`config.mk`:
```
export PLATFORM = sky130hd
export DESIGN_NAME = button_debounce
export DESIGN_NICKNAME = d
export VERILOG_FILES = /design/src/rtl/button_debounce_pkg.sv /design/src/rtl/button_debounce_sync_ff.sv /design/src/rtl/button_debounce.sv
export SDC_FILE = /design/constraint.sdc
export NUM_CORES = 1
export LEC_CHECK = 0
export ABC_CLOCK_PERIOD_IN_PS = 5100
export BUFFER_PORTS_ARGS = -buffer_cell sky130_fd_sc_hd__buf_2
export CAP_MARGIN = 15
export CORE_MARGIN = 4
export CORE_UTILIZATION = 60
export DETAILED_ROUTE_END_ITERATION = 12
export GPL_ROUTABILITY_DRIVEN = 0
export GPL_TIMING_DRIVEN = 0
export PLACE_DENSITY = 0.77
export RECOVER_POWER = 25
export SETUP_SLACK_MARGIN = 0.05
export SLEW_MARGIN = 40
export SYNTH_ARGS = -nofsm -noshare
export SYNTH_HDL_FRONTEND = slang
export SYNTH_SLANG_ARGS = --single-unit
```
`constraint.sdc`:
```
create_clock -name clk -period 5.1 [get_ports clk]
set_input_delay 0.51 -clock clk [delete_from_list [all_inputs] [get_ports clk]]
set_output_delay 0.51 -clock clk [all_outputs]
set_load 0.1 [all_outputs]
```
`src/rtl/button_debounce_pkg.sv`:
```
// Shared encodings for the push-button debouncer: FSM states and glitch counter width.
package debounce_pkg;

    typedef enum logic [1:0] {
        S_LOW  = 2'd0,
        S_RISE = 2'd1,
        S_HIGH = 2'd2,
        S_FALL = 2'd3
    } state_t;

    localparam int GLITCH_W = 8;

endpackage

```
`src/rtl/button_debounce_sync_ff.sv`:
```
// Multi-stage synchronizer bringing an asynchronous level into the clk domain.
module sync_ff #(
    parameter int STAGES = 2
) (
    input  logic clk,
    input  logic rst_l,
    input  logic d,
    output logic q
);

    logic [STAGES-1:0] chain;

    always_ff @(posedge clk or negedge rst_l) begin
        if (!rst_l) begin
            chain <= '0;
        end else begin
            chain <= {chain[STAGES-2:0], d};
        end
    end

    assign q = chain[STAGES-1];

endmodule

```
`src/rtl/button_debounce.sv`:
```
// Push-button debouncer: synchronizes btn_raw and only moves ub after a stable run.
// Optional glitch counter port enabled by defining BUTTON_DEBOUNCE_GLITCH_CNT_EN.
module button_debounce
    import debounce_pkg::*;
#(
    parameter int SYNC_STAGES   = 2,
    parameter int STABLE_CYCLES = 1000000,
    parameter int CNT_W         = 20
) (
    input  logic                clk,
    input  logic                rst_l,
    input  logic                btn_raw,
    output logic                ub
`ifdef BUTTON_DEBOUNCE_GLITCH_CNT_EN
    ,
    output logic [GLITCH_W-1:0] glitch_cnt
`endif
);

    localparam logic [CNT_W-1:0] CNT_MAX = CNT_W'(STABLE_CYCLES - 1);

    logic             s;
    state_t           state, state_n;
    logic [CNT_W-1:0] cnt, cnt_n;
    logic             ub_n;

    sync_ff #(.STAGES(SYNC_STAGES)) u_sync (
        .clk   (clk),
        .rst_l (rst_l),
        .d     (btn_raw),
        .q     (s)
    );

    always_ff @(posedge clk or negedge rst_l) begin
        if (!rst_l) begin
            state <= S_LOW;
            cnt   <= '0;
            ub    <= 1'b0;
        end else begin
            state <= state_n;
            cnt   <= cnt_n;
            ub    <= ub_n;
        end
    end

    always_comb begin
        state_n = state;
        cnt_n   = cnt;
        ub_n    = ub;
        case (state)
            S_LOW: begin
                if (s) begin
                    state_n = S_RISE;
                    cnt_n   = '0;
                end
            end
            S_RISE: begin
                if (!s) begin
                    state_n = S_LOW;
                end else if (cnt == CNT_MAX) begin
                    state_n = S_HIGH;
                    ub_n    = 1'b1;
                end else begin
                    cnt_n = cnt + 1'b1;
                end
            end
            S_HIGH: begin
                if (!s) begin
                    state_n = S_FALL;
                    cnt_n   = '0;
                end
            end
            S_FALL: begin
                if (s) begin
                    state_n = S_HIGH;
                end else if (cnt == CNT_MAX) begin
                    state_n = S_LOW;
                    ub_n    = 1'b0;
                end else begin
                    cnt_n = cnt + 1'b1;
                end
            end
            default: begin
                // Corrupted encoding: fall back to the released-button state.
                state_n = S_LOW;
                cnt_n   = '0;
                ub_n    = 1'b0;
            end
        endcase
    end

`ifdef BUTTON_DEBOUNCE_GLITCH_CNT_EN
    logic glitch;

    // A glitch is a level that reverts before the stability run completes.
    always_comb begin
        glitch = ((state == S_RISE) && !s) || ((state == S_FALL) && s);
    end

    always_ff @(posedge clk or negedge rst_l) begin
        if (!rst_l) begin
            glitch_cnt <= '0;
        end else if (glitch && (glitch_cnt != '1)) begin
            glitch_cnt <= glitch_cnt + 1'b1;
        end
    end
`endif

endmodule

```
Word level (Yosys, flattened, before mapping)
Cells that the tools add are included.
{ "word_totals": {"reg_bits": 25, "wordCells": 40} }
{ "op_classes": {"add_sub_neg": 1, "n_eq_ne": 12, "n_mux": 18, "reduce_logical": 5} }
{ "ops": {"columns": ["cell", "n"], "rows": [
  ["20-bit 2-to-1 mux", 5],
  ["20-bit case mux with 4 select lines", 1],
  ["20-bit by 1-bit adder with 20-bit output, second input constant", 1],
  ["20-bit == test, second input constant", 1],
  ["2-bit 2-to-1 mux", 6],
  ["2-bit inequality test, second input constant", 4],
  ["2-bit case mux with 4 select lines", 1],
  ["4-bit AND reduction", 2],
  ["5-bit AND reduction", 1],
  ["2-bit == test, second input constant", 2],
  ["1-bit 2-to-1 mux", 4],
  ["2-bit by 1-bit inequality test with 1-bit output, second input constant", 2],
  ["3-bit by 2-bit inequality test with 1-bit output, second input constant", 1],
  ["3-bit inequality test, second input constant", 1],
  ["2-bit by 1-bit == test with 1-bit output, second input constant", 1],
  ["2-bit zero test", 1],
  ["1-bit case mux with 2 select lines", 1],
  ["2-bit nonzero test", 1]
]} }

Longest topological paths before layout
{ "logic_depth": {"depth_word": 4, "ltp_mapped": 7} }

Modules after synthesis
From an unflattened synthesis, not the netlist that was laid out.
{ "hier_totals": {"cells_unflattened": 154, "area_unflattened_um2": 1491.4} }
{ "by_module_without_submodules": {"columns": ["module", "n_inst", "cells_per_inst", "area_per_inst_um2", "seq_area_each_um2"], "rows": [
  ["button_debounce", 1, 152, 1441.4, 575.6],
  ["sync_ff", 1, 2, 50.0, 50.0]
]} }

Least setup slack after synthesis
Ideal clock, no wire load.
{ "synth_path": {"path_kind": "register to register", "from": "reg cnt[0]", "to": "reg (tool-made name)", "setup_ns": 0.128, "t_arrival_ns": 1.619, "t_required_ns": 4.972, "slack_ns": 3.354, "path_stages_with_launch": 7, "cell_sequence": "dfrtp_1 > ha_1 > and3_1 > buf_2 > nand3_1 > nor3_1 > mux2_1"} }
{ "synth_lines": {"columns": ["item", "line_no", "text"], "rows": [
  ["from (decl)", "button_debounce.sv:24", "logic [CNT_W-1:0] cnt, cnt_n;"],
  ["from (signal assigned)", "button_debounce.sv:41", "cnt <= cnt_n;"]
]} }

==> summary.md <==
The tools report the number of maximum-capacitance violations as 0. Buffers placed on the I/O ports in this run total 3. For this block, the initial DRC count from the detailed router was 50.

TritonCTS built the clock tree. The root buffer cell chosen for the clock tree is clkbuf_4. On the final layout, the worst clock skew is 0.003826 ns.

The via count of the first global-routing pass was 1245. The detailed router used layers up to and including met4. The pin slew with the least headroom to its limit was 1.328 ns; the internal power summed over all cells was 0.0002390 W. On the critical path, the stage with the largest delay is an instance of dfrtp_1. The signal on the critical path passes through ha_1 -> and3_1 -> buf_2 -> nand3_1 -> nor3_1 -> mux2_1. The detailed router put a total of 1468 microns of wire on met1. In the detailed route, the total length drawn on met3 is 170 microns.

The setup violation total in the final timing report is 0, and the signed area change from the synthesized netlist to the final layout is 5.172%. The first global-routing pass estimated 5816 microns of wire. The number of antenna diodes in the final layout is 0. Averaged over all synthesized cells, the footprint is 9.245 sq um. The proportion of register bits with asynchronous set or reset after synthesis is 100.0%. The routed layout has 1302 vias. For the number of buffers on the longest clock path, the log shows 2. The run gives 169 as the number of nets in the finished design. The critical path data arrival time came out at 2.27 ns.

The tools report the final number of hold-violating endpoints as 0. Once the floorplan was initialized, standard cells occupied 64.37% of the core. The netlist area before placement was 0.001451 sq mm; the number of library cell types mapped by synthesis was 43. The post-synthesis cell count is 157, and the area of the core is 0.002255 sq mm.

The part of the power in the clock network was 27.9%. The final count of pins violating max slew is 0, and the worst stage delay on the critical path is 0.48 ns. The tools report the total wire length after detailed routing as 3257 microns. The I/O pin total was 4. The logs give 161 for the number of nets produced by synthesis and 43.10% for the sequential cell area fraction in the yosys report.

Clock latency on the worst-skew pair, taken at its later pin, is 0.32 ns. The die covers 0.003270 sq mm. Along the worst path, the maximum fanout reaches 9. Buffers inserted during clock tree synthesis total 3. Detailed routing placed a total of 1574 microns of wire on met2. The share of the clock period used by the worst path was 40.09%; the number of antenna violations at the first check in global routing was 0. The run finished with clean final reports. The number of sinks handled by clock tree synthesis is 25, and the worst hold margin is 0.2815 ns. The run gives 26 as the maximum number of pins on one net before global-route repair. The height of the chip is 57.19 microns, and the number of rows created at floorplan is 17.

Setup repair after global routing left no endpoint under its margin. The number of storage elements in the synthesis netlist was 25; the worst IR drop on VDD was 181.1 uV. In this run the post-CTS setup repair buffer count came out at 0.

Setup slack closes at 3.055 ns. At the worst endpoint, the required time is 5.32 ns. Once placement finished, the instance area stood at 0.001501 sq mm. The DRC violation count after routing came out at 0. Clock-pin slew was measured on the worst setup and hold paths at 0.13 ns. The worst setup path is launched from a flop.

Of the total power, the share spent switching nets is 25.40%. The most frequently used flop master after synthesis was dfrtp_1. The net switching power is 0.00008136 W, and the headroom to the max-slew limit is 11.48%. Detailed placement finished with a half-perimeter wire length of 2252 microns. The maximum clock frequency came out at 0.4891 GHz. From left edge to right edge, the die measures 57.19 microns.

The tools report the setup slack at placement as 3.086 ns. The kind of path behind the tightest hold check is input pin to flop. The run gives 0 as the number of hold-repair buffers added at the cts stage. Sequential share of power: 65.2%.

The worst setup path is captured at a flop. The average via count per standard cell came out at 6.781. The classification of the worst setup path is flop to flop. The accumulated negative setup slack is 0 ns, and the total congestion overflow is 0.

The run gives 4 as the number of iterations in the first detailed-routing pass. Subtracting the final worst setup slack from the clock period gives 2.045 ns. The power per standard cell area came out at 209.9 mW/mm^2. The number of synthesized flops with an enable pin is 0.

Per report_power, the combinational group accounts for 7.0% of the total. In the final routed layout, each cell accounts on average for 16.96 microns. The analysis attributes to cell leakage a power of 0.6547 nW. In the final layout, the share of cells above drive strength 1 is 8.537%. The global router's overall resource usage is 22.34%. The Yosys step of the flow raised 0 warnings. Gates resized during post-CTS repair numbered 0. The logs give 1 for the number of H-tree levels and 0 for the post-route antenna net violation count. After routing the design area is 0.001526 sq mm. At the end of the flow the core is filled with cells to 67.70%.
-- critical path: cells and delay by family (launching register included) --
kind,cells,cell delay [ns]
simple gates,3,0.66
buf+inv,1,0.22
mux,1,0.35
flops,1,0.48
fa+ha+maj,1,0.23
-- cell families (layout without fill, tap and decap cells) --
logic type / after synthesis / after routing / synth area share [%]
simple gates: 71 / 71 / 28.28
compound gates: 38 / 38 / 17.59
flops: 25 / 25 / 43.10
buf+inv: 14 / 21 / 4.225
mux: 6 / 6 / 4.224
xor+xnor: 2 / 2 / 1.725
fa+ha+maj: 1 / 1 / 0.8619
-- power groups by stage --
| stage | Combinational, W | Sequential [W] | Clock (W) |
|---|---|---|---|
| after global routing | 0.0000253 | 0.000210 | 0.000101 |
| final | 0.0000223 | 0.000209 | 0.0000893 |
| after floorplan | 0.0000134 | 0.000211 | 0 |
| after detailed placement | 0.0000225 | 0.000212 | 0 |
| after global placement | 0.0000220 | 0.000212 | 0 |
| after CTS | 0.0000225 | 0.000209 | 0.0000921 |
-- per-layer routing --
metal | GRT usage, % | vias up
met5 | 0 | -
met4 | 10.60 | 0
met3 | 2.941 | 5
met2 | 33.77 | 38
met1 | 31.75 | 634
li1 | - | 625
-- registers in the layout, summed over array words and instances (netlist names), named ones only --
signal,count
state,1
cnt,20
ub,1
u_sync.chain,2
-- final timing paths --
kind / start / end / slack, ns / cells past startpoint
worst min register to register: u_sync.chain[0] / u_sync.chain[1] / 0.39 / 0
worst max-delay path: cnt[0] / flop / 3.06 / 6
max in group asynchronous: rst_l / cnt[9] / 3.87 / 1
worst max register to register: cnt[0] / flop / 3.06 / 6
worst min-delay path: btn_raw / u_sync.chain[0] / 0.28 / 1
min in group asynchronous: rst_l / cnt[2] / 0.45 / 1
-- layout make-up --
cell class              count  area [sq um]
plain buffers              12         53.80
flip-flops and latches     25         625.6
clock buffers               4         26.28
repair buffers              3         13.76
inverters                   2         7.507
well taps                  28         35.03
fillers                   196         728.2
multi-input cells         118         764.5
-- placed cells by master (no fill, tap or decap), drive strengths merged, types with 3 or more instances in the layout --
| cell type | count |
|---|---|
| and4 | 4 |
| nor2 | 8 |
| or4 | 4 |
| buf | 7 |
| a21oi | 10 |
| o31ai | 4 |
| nor4 | 3 |
| o21ai | 6 |
| or3 | 4 |
| nand3 | 14 |
| dfrtp | 25 |
| o211ai | 7 |
| clkbuf | 12 |
| mux2i | 5 |
| nand2 | 16 |
| nand4 | 9 |
| and3 | 3 |
-- metrics by stage --
stage / std cells / total power, W
final: 192 / 0.0003203
after global routing: 192 / 0.0003364
after CTS: 192 / 0.0003232
after detailed placement: 188 / 0.0002348
after global placement: 188 / 0.0002340
after floorplan: 157 / 0.0002240
-- cells in the mapped netlist (4+ instances only) --
master	number	area [sq um]
nand4_1	8	50.05
o211ai_1	7	52.55
nand2_1	15	56.30
clkbuf_1	7	26.28
o21ai_0	5	25.02
or4_1	4	30.03
o31ai_1	4	30.03
or3_1	4	25.02
buf_2	4	20.02
nor2_1	8	30.03
a21oi_1	10	50.05
nand3_1	14	70.07
dfrtp_1	25	625.6
mux2i_1	5	50.05
Power figures use the tool's default switching activity.
